[src/rtl/fft_input_loader.sv]
// fft_input_loader: packs complex samples into 8-sample frames and drains each frame as pairs (x[k], x[k+4]), k = 0..3.
// Define FFT_LOADER_PINGPONG_EN to add a second bank so one frame loads while the previous one drains.
module fft_input_loader #(
  parameter int DATA_W = 25
) (
  input  logic                clk_i,
  input  logic                rst_i,
  input  logic [2*DATA_W-1:0] in_data_i,
  input  logic                in_valid_i,
  output logic                in_ready_o,
  output logic [2*DATA_W-1:0] pair_a_o,
  output logic [2*DATA_W-1:0] pair_b_o,
  output logic [1:0]          pair_idx_o,
  output logic                pair_valid_o,
  output logic                frame_start_o
);
  localparam int SW = 2 * DATA_W;

  typedef enum logic {ST_IDLE, ST_DRAIN} state_t;

  state_t        r_state;
  logic [1:0]    r_full;
  logic [2:0]    r_wr_idx;
  logic          r_wr_bank;
  logic          r_rd_bank;
  logic [1:0]    r_k;
  logic [SW-1:0] r_pair_a;
  logic [SW-1:0] r_pair_b;
  logic [1:0]    r_pair_idx;
  logic          r_pair_vld;
  logic          r_frame_start;

  logic          w_wr_fire;
  logic          w_launch;
  logic          w_other_full;

`ifdef FFT_LOADER_PINGPONG_EN
  localparam bit PP = 1'b1;
  logic [SW-1:0] r_mem [16];
  logic [3:0]    w_wr_addr;
  logic [3:0]    w_rd_a_addr;
  logic [3:0]    w_rd_b_addr;
  assign w_wr_addr   = {r_wr_bank, r_wr_idx};
  assign w_rd_a_addr = {r_rd_bank, 1'b0, r_k};
  assign w_rd_b_addr = {r_rd_bank, 1'b1, r_k};
`else
  localparam bit PP = 1'b0;
  logic [SW-1:0] r_mem [8];
  logic [2:0]    w_wr_addr;
  logic [2:0]    w_rd_a_addr;
  logic [2:0]    w_rd_b_addr;
  assign w_wr_addr   = r_wr_idx;
  assign w_rd_a_addr = {1'b0, r_k};
  assign w_rd_b_addr = {1'b1, r_k};
`endif

  assign in_ready_o   = !r_full[r_wr_bank];
  assign w_wr_fire    = in_valid_i && in_ready_o;
  // r_k is 0 whenever IDLE, so the first pair launches on the same edge that spots a full bank
  assign w_launch     = (r_state == ST_DRAIN) || r_full[r_rd_bank];
  assign w_other_full = PP && r_full[~r_rd_bank];

  always_ff @(posedge clk_i) begin
    if (rst_i && w_wr_fire) begin
      r_mem[w_wr_addr] <= in_data_i;
    end
  end

  always_ff @(posedge clk_i) begin
    if (!rst_i) begin
      r_state       <= ST_IDLE;
      r_full        <= '0;
      r_wr_idx      <= '0;
      r_wr_bank     <= 1'b0;
      r_rd_bank     <= 1'b0;
      r_k           <= '0;
      r_pair_a      <= '0;
      r_pair_b      <= '0;
      r_pair_idx    <= '0;
      r_pair_vld    <= 1'b0;
      r_frame_start <= 1'b0;
    end else begin
      if (w_wr_fire) begin
        r_wr_idx <= r_wr_idx + 3'd1;
        if (r_wr_idx == 3'd7) begin
          r_full[r_wr_bank] <= 1'b1;
          r_wr_bank         <= r_wr_bank ^ PP;
        end
      end

      r_pair_vld    <= 1'b0;
      r_frame_start <= 1'b0;
      if (w_launch) begin
        r_pair_a      <= r_mem[w_rd_a_addr];
        r_pair_b      <= r_mem[w_rd_b_addr];
        r_pair_idx    <= r_k;
        r_pair_vld    <= 1'b1;
        r_frame_start <= (r_k == 2'd0);
        r_k           <= r_k + 2'd1;
        if (r_k == 2'd3) begin
          // Different bank from any write-side set this edge, so both updates stick
          r_full[r_rd_bank] <= 1'b0;
          r_rd_bank         <= r_rd_bank ^ PP;
          r_state           <= w_other_full ? ST_DRAIN : ST_IDLE;
        end else begin
          r_state <= ST_DRAIN;
        end
      end
    end
  end

  assign pair_a_o      = r_pair_a;
  assign pair_b_o      = r_pair_b;
  assign pair_idx_o    = r_pair_idx;
  assign pair_valid_o  = r_pair_vld;
  assign frame_start_o = r_frame_start;

endmodule

[config.mk]
export PLATFORM = sky130hd
export DESIGN_NAME = fft_input_loader
export DESIGN_NICKNAME = d
export VERILOG_FILES = /design/src/rtl/fft_input_loader.sv
export SDC_FILE = /design/constraint.sdc
export NUM_CORES = 1
export LEC_CHECK = 0
export BUFFER_PORTS_ARGS = -buffer_cell sky130_fd_sc_hd__buf_4
export CAP_MARGIN = 25
export CORE_MARGIN = 2
export CORE_UTILIZATION = 59
export DETAILED_ROUTE_END_ITERATION = 10
export HOLD_SLACK_MARGIN = 0.02
export PLACE_DENSITY = 0.81
export SYNTH_ARGS = -nofsm -noshare
export SYNTH_HDL_FRONTEND = slang
export SYNTH_SLANG_ARGS = --single-unit
[constraint.sdc]
create_clock -name clk_i -period 5.8 [get_ports clk_i]
set_clock_uncertainty 0.1 [all_clocks]
set_input_delay 0.58 -clock clk_i [delete_from_list [all_inputs] [get_ports clk_i]]
set_output_delay 0.58 -clock clk_i [all_outputs]
set_load 0.03 [all_outputs]
# Word-level counts from Yosys, hierarchy flattened

Memories as Yosys holds them, arrays and structs flattened. A register that Yosys moved wholly into a read port is not among the register bits.
Cells that the tools add are included.
Widths: inputs -> output; s select.

Register bits: 12
Memory bits (writable): 400
Output and inout bits: 105
Memories: 1

$add $sub $neg: 2
Equality and inequality tests: 2
Multiplexer cells: 9
Reductions and logical operators: 8

Memories:

| memory | words | width | read ports | clocked after memory_dff | write ports | RTL line | text |
|---|---|---|---|---|---|---|---|
| r_mem  | 8     | 50    | 2          | 2                        | 1           | 48       | `logic [SW-1:0] r_mem [8];` |

Operators with widths:

| cell                | count |
|---|---|
| $mux 1              | 8 |
| $add 3x1->3 const B | 1 |
| $eq 3x3->1 const B  | 1 |
| $logic_not 1->1     | 3 |
| $add 2x1->2 const B | 1 |
| $eq 2x2->1 const B  | 1 |
| $logic_and 1x1->1   | 2 |
| $logic_not 2->1     | 1 |
| $mux 2              | 1 |
| $reduce_and 2->1    | 1 |
| $logic_or 1x1->1    | 1 |

# Longest topological paths before layout

Word-level depth: 6
Gate-level depth with buffers: 7
Gate-level depth less buffers: 4

# Least setup slack after synthesis

Ideal clock, no wire load.

Path type: input to register
From: input in_valid_i
To: memory r_mem[2][0] (netlist name) (enable)
Arrival: 4.504 ns
Data required time: 5.181 ns
Path slack: 0.677 ns
Cell stages on the path: 4
Path buffers: 1
Path through: nor2b_1 -> clkbuf_1 -> nand3_1 -> nor3_1

Word-level cells in the longest chain between the ends: 4

RTL lines:

| element                      | RTL line | text |
|---|---|---|
| start, declared              | 9        | `input logic in_valid_i,` |
| $logic_and 1x1->1            | 58       | `assign w_wr_fire = in_valid_i && in_ready_o;` |
| $logic_and 1x1->1            | 64       | `if (rst_i && w_wr_fire) begin` |
| $mux 1                       | 64       |  |
| $mux 1 (not written as such) | 65       | `r_mem[w_wr_addr] <= in_data_i;` |
| end, declared                | 48       |  |

Every way passes these cells.

# Final worst setup path

From: register r_full[0]
To: memory r_mem[1][37] (netlist name) (enable)

Word-level cells in the longest chain between the ends: 5

RTL lines:

| element                         | RTL line | text |
|---|---|---|
| start, declared                 | 22       | `logic [1:0] r_full;` |
| start signal, assigned          | 72       | `r_full <= '0;` |
| start signal, assigned by index | 86       | `r_full[r_wr_bank] <= 1'b1;` |
| start signal, assigned by index | 102      | `r_full[r_rd_bank] <= 1'b0;` |
| $logic_not 1->1                 | 57       | `assign in_ready_o = !r_full[r_wr_bank];` |
| $logic_and 1x1->1               | 58       |  |
| $logic_and 1x1->1               | 64       |  |
| $mux 1                          | 64       |  |
| $mux 1 (not written as such)    | 65       |  |

Every way passes these cells.

==> qor.yml <==
critical_path:
  worst-path-buf-inv: 1
  path_class: "flip-flop to flip-flop"
  critPathSlowestCell: "nor2_4"
  end_kind: "flip-flop"
  crit_chain: "nor2b_1, nand3b_1, nor2_4, buf_4"
  cp.required_ns: 5.91
  crit_path_max_incr_delay_ns: 0.80
  startpoint: "r_full[0]"
  critPathMaxFanout: 26
  critPathTopFamily: "simple AND/OR/NAND/NOR gates"
  r2r_slack_ns: 2.86
  start_kind: "flip-flop"
  r2r-start: "r_full[0]"
  arrival_ns: 3.04
timing:
  clock.fmax_mhz: 340.6
  tightest_slew_ns: 0.9362
  finalSetupTns_ns: 0
  drv_slew: 0
  rsz0062_at_grt: "false"
  period_needed_ns: 2.936
  hold_viol: 0
  post-route-period-util_pct: 50.62
  timing.slew.headroom_pct: 37.59
  worst_hold_slack_ns: 0.1345
  setup_violations: 0
drt:
  antenna_left: 0
  detail_route.wl_per_cell_um: 23.06
  wl_mm: 37.59
  firstDrtPassIters: 5
  drc: 0
  num_vias: 9621
  viasPerCell: 5.902
  drt-initial-drc-count: 730
clocking:
  cts_buffer_depth: 3
  cts_sinks: 511
  numCtsBuffers: 48
  cts_tree: "done"
  htreeDepth: 2
  ctsResizeCount: 0
  clk_pin_slew_ns: 0.06
  cts_hold_buf: 0
  postCtsSetupRepairBufs: 0
  clkLatencyLatePin_ns: 0.57
  root_buffer: "clkbuf_16"
floorplanning:
  die-area_um2: 32970
  row_count: 65
  die_h_um: 181.6
  dieWidth_um: 181.6
  io_pins: 158
  core_area_um2: 31310
  start_util_pct: 59.42
power:
  power_density_nw_per_um2: 337.4
  p_sw_uw: 1462
  peakVddDrop_v: 0.0003166
  swShare_pct: 19.84
  p_leak_uw: 0.007618
  p_seq_share_pct: 54.3
  clock_power_share_pct: 43.7
  p_total_uw: 7369
  power_frac_comb_pct: 2.0
  intPower_uw: 5907
synthesis:
  synth_top_area_share_pct: 64.56
  avgSynthCellArea_um2: 18.28
  yosysTopAreaCell: "edfxtp_1"
  synth_cell_types: 30
  async_flop_share_pct: 0
  yosysWarnings: 0
  ys_seq_area_share_pct: 76.50
  synthesis.area_um2: 18610
  synthTopCellsByArea: "edfxtp_1 65%, dfxtp_1 12%, mux2i_1 5.5%, mux2_4 5.4%, a221o_1 5.4%"
  synthesis.nets: 1075
  synth_ff_type: "edfxtp_1"
  synth_edf_count: 400
  ys_ff_latch: 511
  netlist_instances: 1018
global_routing:
  antenna_found_initial: 0
  track_usage_pct: 22.73
  grt_start_max_net_pins: 104
  grt_overflow: 0
  grt_pass1_vias: 10094
  grt_pass1_wl_mm: 57.47
run_status:
  status: "completed"
finish:
  post-route-cell-area_um2: 21840
  n_fill_cell: 1874
  layout_common_cells: "400 x edfxtp_1, 175 x buf_4, 110 x dfxtp_1"
  synthToLayoutAreaGrowth_pct: 17.40
  final_core_util_pct: 69.76
  diodes: 0
  final_nets: 1245
  mostFrequentLayoutCell: "edfxtp_1"
  drive_gt1_share_pct: 30.13
placement:
  placed_cell_area_um2: 20180
  place.gp.congestion: 0.7222
  port_buffers: 157
  hpwl_mm: 21.04
job:
  drv_cap: 0
min_path:
  worst_hold_path_type: "input port to flip-flop"
  hp-start: "in_data_i[22]"
[layout make-up]
| cell class | instances | area (µm²) | area share, % |
|---|---|---|---|
| clock buffer | 63 | 1339 | 6.129 |
| timing repair buffer | 177 | 1354 | 6.198 |
| sequential | 511 | 14240 | 65.18 |
| inverter | 5 | 18.77 | 0.08593 |
| clock inverter | 27 | 306.5 | 1.403 |
| multi-input combinational | 445 | 4084 | 18.70 |
| tap | 402 | 503.0 | 2.303 |
[kinds of logic (layout without fill, tap and decap cells)]
logic type | after synthesis | count (layout) | share of synthesized area [%]
flip-flops | 511 | 511 | 76.50
buffers and inverters | 62 | 272 | 1.883
adder cells (fa/ha/maj) | 4 | 4 | 0.2690
XOR/XNOR | 1 | 1 | 0.04708
AND/OR/NAND/NOR | 131 | 131 | 2.811
AO/OA/AOI/OAI | 107 | 107 | 5.595
multiplexers | 202 | 202 | 12.89
[state kept, by name, summed over array words and instances, names as in the netlist]
register,flops
frame_start_o,1
r_wr_idx,3
r_mem,400
pair_idx_o,2
r_full,1
r_k,2
pair_valid_o,1
r_state,1
pair_a_o,50
pair_b_o,50
[per-layer routing]
layer / wire length [µm] / track usage (%) / part of all wire, %
met4: 740 / 7.317 / 2.0
met2: 19450 / 40.32 / 52
met3: 2166 / 3.771 / 5.8
met1: 15230 / 28.72 / 41
met5: 0 / 0 / 0
[synthesized netlist by cell type, types with 2 or more instances]
| cell type | instances |
|---|---|
| inv_2 | 2 |
| a221o_1 | 100 |
| clkbuf_1 | 13 |
| a21oi_1 | 4 |
| edfxtp_1 | 400 |
| nor2_1 | 113 |
| mux2_2 | 33 |
| mux2_4 | 67 |
| buf_2 | 34 |
| inv_1 | 3 |
| ha_1 | 4 |
| dfxtp_1 | 111 |
| nand2b_1 | 2 |
| nor3_1 | 2 |
| buf_6 | 8 |
| nand2_1 | 7 |
| mux2i_1 | 102 |
[power by group through the flow]
stage	logic (µW)	clock network [µW]	registers, µW
after floorplan	54.7	0	4080
after global placement	141	0	4070
after detailed placement	149	0	4080
after CTS	150	3250	4000
after global routing	161	3390	4000
final	150	3220	4000
[metrics by stage]
stage	cells	setup WS (ns)
floorplan	1018	0.6770
global placement	1539	2.508
detailed placement	1539	2.438
CTS	1629	2.763
global route	1630	2.683
finish	1630	2.864
[final timing paths]
| path | end | depth (start not counted) |
|---|---|---|
| setup reg to reg | r_mem[1][37] | 4 |
| hold reg to reg | pair_idx_o[0] | 2 |
| hold / removal | r_mem[7][22] | 1 |
| setup / recovery | r_mem[1][37] | 4 |
Note: power is estimated with default switching activity, not from simulation.
